$ cat src/rtl/qspi_fast_read.sv
// Fast Read Quad I/O (EBh) engine for the 25Q32: one 24-bit word-read request
// becomes one flash transaction, returning 4 bytes as a little-endian word.
module qspi_fast_read #(
    parameter int          ADDR_W      = 24,
    parameter int          DATA_W      = 32,
    parameter logic [7:0]  MODE_BYTE   = 8'hFF,
    parameter int          CS_HIGH_MIN = 2
) (
    input  logic              ACLK,
    input  logic              ARESET,
    input  logic              init_done,
    input  logic              req_valid,
    output logic              req_ready,
    input  logic [ADDR_W-1:0] req_addr,
    output logic              rsp_valid,
    input  logic              rsp_ready,
    output logic [DATA_W-1:0] rsp_data,
    output logic              cs_n,
    output logic              sck,
    output logic [3:0]        io_out,
    output logic [3:0]        io_oe,
    input  logic [3:0]        io_in
);

    localparam logic [2:0] S_IDLE  = 3'd0;
    localparam logic [2:0] S_CMD   = 3'd1;
    localparam logic [2:0] S_ADDR  = 3'd2;
    localparam logic [2:0] S_DUMMY = 3'd3;
    localparam logic [2:0] S_DATA  = 3'd4;
    localparam logic [2:0] S_RESP  = 3'd5;
    localparam logic [2:0] S_GAP   = 3'd6;

    localparam logic [7:0] CMD_FAST_READ_QUAD = 8'hEB;

    logic [2:0]        state;
    logic [3:0]        cnt;
    logic              half;
    logic [7:0]        cmd_sh;
    logic [ADDR_W+7:0] addr_sh;

    assign req_ready = (state == S_IDLE) && init_done && !ARESET;

    always_ff @(posedge ACLK) begin
        if (ARESET) begin
            state     <= S_IDLE;
            cnt       <= '0;
            half      <= 1'b0;
            cmd_sh    <= '0;
            addr_sh   <= '0;
            cs_n      <= 1'b1;
            sck       <= 1'b0;
            io_out    <= '0;
            io_oe     <= '0;
            rsp_valid <= 1'b0;
            rsp_data  <= '0;
        end else begin
            case (state)
                S_IDLE: begin
                    if (req_valid && req_ready) begin
                        state   <= S_CMD;
                        cnt     <= '0;
                        half    <= 1'b0;
                        cs_n    <= 1'b0;
                        sck     <= 1'b0;
                        io_oe   <= 4'b1101;
                        io_out  <= {2'b11, 1'b0, CMD_FAST_READ_QUAD[7]};
                        cmd_sh  <= {CMD_FAST_READ_QUAD[6:0], 1'b0};
                        // Word-aligned on the wire regardless of the low address bits.
                        addr_sh <= {req_addr[ADDR_W-1:2], req_addr[1:0] & 2'b00, MODE_BYTE};
                    end
                end

                S_CMD, S_ADDR, S_DUMMY, S_DATA: begin
                    // One extra sck-low cycle after the last data nibble before CS rises.
                    if (state == S_DATA && cnt[3]) begin
                        state     <= S_RESP;
                        cnt       <= '0;
                        cs_n      <= 1'b1;
                        rsp_valid <= 1'b1;
                    end else if (!half) begin
                        sck  <= 1'b1;
                        half <= 1'b1;
                    end else begin
                        sck  <= 1'b0;
                        half <= 1'b0;
                        case (state)
                            S_CMD: begin
                                if (cnt == 4'd7) begin
                                    state  <= S_ADDR;
                                    cnt    <= '0;
                                    io_oe  <= 4'hF;
                                    io_out <= addr_sh[ADDR_W+7 -: 4];
                                end else begin
                                    cnt    <= cnt + 4'd1;
                                    io_out <= {2'b11, 1'b0, cmd_sh[7]};
                                    cmd_sh <= {cmd_sh[6:0], 1'b0};
                                end
                            end
                            S_ADDR: begin
                                addr_sh <= {addr_sh[ADDR_W+3:0], 4'h0};
                                if (cnt == 4'd7) begin
                                    state  <= S_DUMMY;
                                    cnt    <= '0;
                                    io_oe  <= '0;
                                    io_out <= '0;
                                end else begin
                                    cnt    <= cnt + 4'd1;
                                    io_out <= addr_sh[ADDR_W+3 -: 4];
                                end
                            end
                            S_DUMMY: begin
                                if (cnt == 4'd3) begin
                                    state <= S_DATA;
                                    cnt   <= '0;
                                end else begin
                                    cnt <= cnt + 4'd1;
                                end
                            end
                            default: begin
                                // Nibble k lands in byte k/2, high nibble first.
                                rsp_data[{cnt[2:1], ~cnt[0], 2'b00} +: 4] <= io_in;
                                cnt <= cnt + 4'd1;
                            end
                        endcase
                    end
                end

                S_RESP: begin
                    if (rsp_ready) begin
                        rsp_valid <= 1'b0;
                        state     <= S_GAP;
                        cnt       <= '0;
                    end
                end

                S_GAP: begin
                    if (cnt == 4'(CS_HIGH_MIN - 1)) begin
                        state <= S_IDLE;
                        cnt   <= '0;
                    end else begin
                        cnt <= cnt + 4'd1;
                    end
                end

                default: state <= S_IDLE;
            endcase
        end
    end

endmodule

$ cat config.mk
export PLATFORM = sky130hd
export DESIGN_NAME = qspi_fast_read
export DESIGN_NICKNAME = d
export VERILOG_FILES = /design/src/rtl/qspi_fast_read.sv
export SDC_FILE = /design/constraint.sdc
export NUM_CORES = 1
export LEC_CHECK = 0
export ABC_AREA = 1
export CAP_MARGIN = 30
export CORE_ASPECT_RATIO = 1.4
export CORE_MARGIN = 2
export CORE_UTILIZATION = 46
export CTS_CLUSTER_SIZE = 12
export DETAILED_ROUTE_END_ITERATION = 10
export PLACE_DENSITY = 0.86
export SYNTH_ARGS = -nofsm -noshare
export SYNTH_HDL_FRONTEND = slang
export SYNTH_SLANG_ARGS = --single-unit
export TNS_END_PERCENT = 1
$ cat constraint.sdc
create_clock -name ACLK -period 1.9 [get_ports ACLK]
set_input_delay 0.19 -clock ACLK [delete_from_list [all_inputs] [get_ports ACLK]]
set_output_delay 0.19 -clock ACLK [all_outputs]
set_load 0.02 [all_outputs]
==> results.py <==
metrics = {
    "sta": {
        "tightest_slew_ps": 581,
        "fin_hold_ws_ps": 352,
        "fmax_mhz": 557,
        "min_period_ps": 1790,
        "slew_violations": 0,
        "period_share_pct": 94.4,
        "rsz0062_at_grt": "false",
        "setup_viol": 0,
        "hold_violations": 0,
        "maxSlewHeadroom_pct": 61.2,
        "setup_tns_ps": 0,
        "finClkSkew_ps": 7.02,
    },
    "placement": {
        "numPortBuffers": 74,
        "hpwl_mm": 7.05,
        "dpl_cell_area_sq_mm": 0.00477,
        "gp_congestion": 0.866,
    },
    "setup_path": {
        "worst-r2r-cell-count": 9,
        "worstSetupPathType": "flop to flop",
        "r2r_start": "cnt[1]$_SDFFE_PP0P_",
        "required_ps": 2170,
        "cp_max_fo": 5,
        "cp-end-kind": "flop",
        "r2r_setup_slack_ps": 110,
        "cp-start-kind": "flop",
        "cp_data_arrival_time_ps": 2060,
        "rr_endpoint": "rsp_data[3]$_SDFFE_PP0P_",
    },
    "drt": {
        "wl_per_cell_um": 12.6,
        "ant_nets": 0,
        "drt-initial-drc-count": 206,
        "firstDrtPassIters": 5,
        "num_vias": 3883,
        "via_per_inst": 5.04,
        "drc": 0,
        "routed_wirelength_mm": 9.73,
    },
    "clocking": {
        "clockBufferDepth": 2,
        "clock_sinks": 80,
        "cts_tree": "yes",
        "cts_made_buffers": 9,
        "clock_latency_ps": 330,
        "clkTransAtPathRegs_ps": 60,
        "cts_root_buffer": "clkbuf_16",
        "htree_levels": 3,
        "postCtsHoldBufs": 0,
    },
    "cells_and_area": {
        "fill_cells": 728,
        "final_area_sq_mm": 0.00512,
        "diodes": 0,
        "area_growth_pct": 34.1,
        "drive_above_1_share_pct": 10.2,
        "nNetsFinal": 702,
    },
    "floorplan": {
        "rows": 39,
        "die_h_um": 112,
        "die_x_um": 81.0,
        "die_area_sq_mm": 0.00906,
        "pin_count": 77,
        "initial_utilization_pct": 47.1,
        "core_sq_mm": 0.00810,
    },
    "status": {
        "status": "finished, final reports clean",
    },
    "synth": {
        "netlist_instances": 576,
        "synth_cell_type_count": 28,
        "synth-seq-cells": 80,
        "async_flop_share_pct": 0,
        "synth-seq-area-share_pct": 41.9,
        "syn_area_per_cell_sq_um": 6.63,
        "syn_nets": 612,
        "synth_edf_count": 0,
        "yosysWarnings": 0,
        "synthFlopType": "dfxtp_1",
        "syn_area_sq_mm": 0.00382,
    },
    "global_route": {
        "grt_overflow": 0,
        "grt_pass1_wl_mm": 16.0,
        "grt_pass1_vias": 3708,
        "track_usage_pct": 21.9,
        "antenna_found_initial": 0,
        "grt_max_degree": 58,
    },
    "min_path": {
        "min_to": "cs_n$_SDFFE_PP1P_",
        "hp-start": "ARESET",
        "holdCritPathClass": "input port to flop",
        "hold_path_depth": 4,
    },
    "power_and_ir_drop": {
        "totalPowerFinal_mw": 7.04,
        "ir_drop_uv": 736,
        "p_clk_share_pct": 27.0,
        "powerDensity_mw_per_mm2": 1370,
        "power_switching_share_pct": 37.6,
        "p_leak_nw": 2.18,
        "comb_power_share_pct": 41.5,
        "power.switching_mw": 2.64,
        "intPower_mw": 4.39,
        "p_seq_share_pct": 31.5,
    },
    "run": {
        "drv_cap": 0,
    },
}
==> worst max path at each step <==
stage               depth (start not counted)                   endpoint                   from  slack [ps]
finish                                      9   rsp_data[3]$_SDFFE_PP0P_    cnt[1]$_SDFFE_PP0P_         110
global route                               10        cnt[1]$_SDFFE_PP0P_  state[2]$_SDFFE_PP0P_           1
CTS                                         8   rsp_data[1]$_SDFFE_PP0P_    cnt[1]$_SDFFE_PP0P_          40
detailed placement                          8   rsp_data[1]$_SDFFE_PP0P_    cnt[1]$_SDFFE_PP0P_          70
global placement                           10      io_oe[1]$_SDFFE_PP0P_              req_valid         140
floorplan                                   9  rsp_data[16]$_SDFFE_PP0P_    cnt[1]$_SDFFE_PP0P_         140
==> Yosys cell counts (3+ instances only) <==
library cell	count	area share, %
a211oi_1	4	0.79
a21oi_1	57	7.5
a31oi_1	3	0.49
buf_2	10	1.3
buf_4	5	0.98
clkbuf_1	8	0.79
dfxtp_1	80	42
ha_1	3	0.98
inv_1	40	3.9
inv_2	5	0.49
nand2_1	211	21
nand3_1	24	3.1
nand3_2	4	1.0
nand4_1	5	0.82
nor2_1	68	6.7
nor2_4	3	0.88
nor3_1	4	0.52
o21ai_0	21	2.8
o21ai_1	5	0.66
or2_1	4	0.66
==> final cells by class <==
cell class | count | area [sq um] | share of cell area (%)
clock inverters | 4 | 95.1 | 1.86
clock buffers | 10 | 229 | 4.47
inverters | 45 | 169 | 3.30
multi-input cells | 427 | 1930 | 37.7
flip-flops and latches | 80 | 1600 | 31.3
repair buffers | 103 | 965 | 18.8
well taps | 102 | 128 | 2.49
==> sequential cells by signal, indices dropped and copies added, names as in the netlist <==
name,count
addr_sh,25
cmd_sh,7
cnt,4
cs_n,1
half,1
io_oe,2
io_out,4
rsp_data,32
rsp_valid,1
state,3
==> layer usage <==
metal,wire length [um],GRT usage (%)
met3,545,5.11
met1,4060,24.8
met4,182,8.81
met5,0,0
met2,4940,38.6
==> through the flow <==
step | cells | util, % | setup slack, ps
floorplan | 576 | - | 141
global placement | 755 | 58.9 | 139
detailed placement | 755 | 58.9 | 70.9
CTS | 769 | 62.9 | 37.2
global route | 771 | 63.2 | 1.08
finish | 771 | 63.2 | 106
==> kinds of logic after synthesis <==
group,count (synthesis),synth area share [%]
compound gates,94,12.9
flops,80,41.9
buf+inv,69,7.80
fa+ha+maj,3,0.983
simple gates,330,36.4
==> what timing repair did <==
| item | CTS | global route |
|---|---|---|
| pin swaps | 0 | 1 |
| hold endpoints to repair | 0 | 0 |
| setup buffers | 0 | 2 |
| endpoints found under the setup margin | 1 | 23 |
| resized for setup | 1 | 5 |
| cloned | 0 | 0 |
==> worst max-delay path, cell delays in order (launching register included) <==
cell	delay, ps
dfxtp_1	330
inv_1	60
ha_1	190
ha_1	310
inv_1	160
nand3_1	140
nor3_4	190
buf_4	160
o21ai_0	70
a21oi_1	110
==> power groups by stage <==
stage / Sequential, mW / Combinational [mW] / Clock, mW
after floorplan: 2.27 / 1.97 / 0
after global placement: 2.23 / 2.80 / 0
after detailed placement: 2.25 / 2.88 / 0
after CTS: 2.21 / 2.90 / 1.93
after global routing: 2.25 / 3.28 / 2.01
final: 2.22 / 2.92 / 1.90
==> placed cells by master, fill, tap and decap left out <==
cell type,instances
a211oi_1,4
a21oi_1,57
a31oi_1,3
buf_12,1
buf_2,1
buf_4,28
bufinv_16,3
clkbuf_1,1
clkbuf_16,9
clkdlybuf4s50_1,72
clkinv_2,1
dfxtp_1,78
dfxtp_2,2
dlygate4sd2_1,1
ha_1,3
inv_1,39
inv_2,6
nand2_1,211
nand2_2,2
nand3_1,23
nand3_2,5
nand4_1,5
nor2_1,67
nor2_2,1
nor2_4,3
nor3_1,3
nor3_2,3
nor3_4,2
o211ai_1,2
o21a_1,1
o21ai_0,21
o21ai_1,5
o22ai_1,1
or2_1,4
or2_2,1
(Power assumes the default switching activity.)
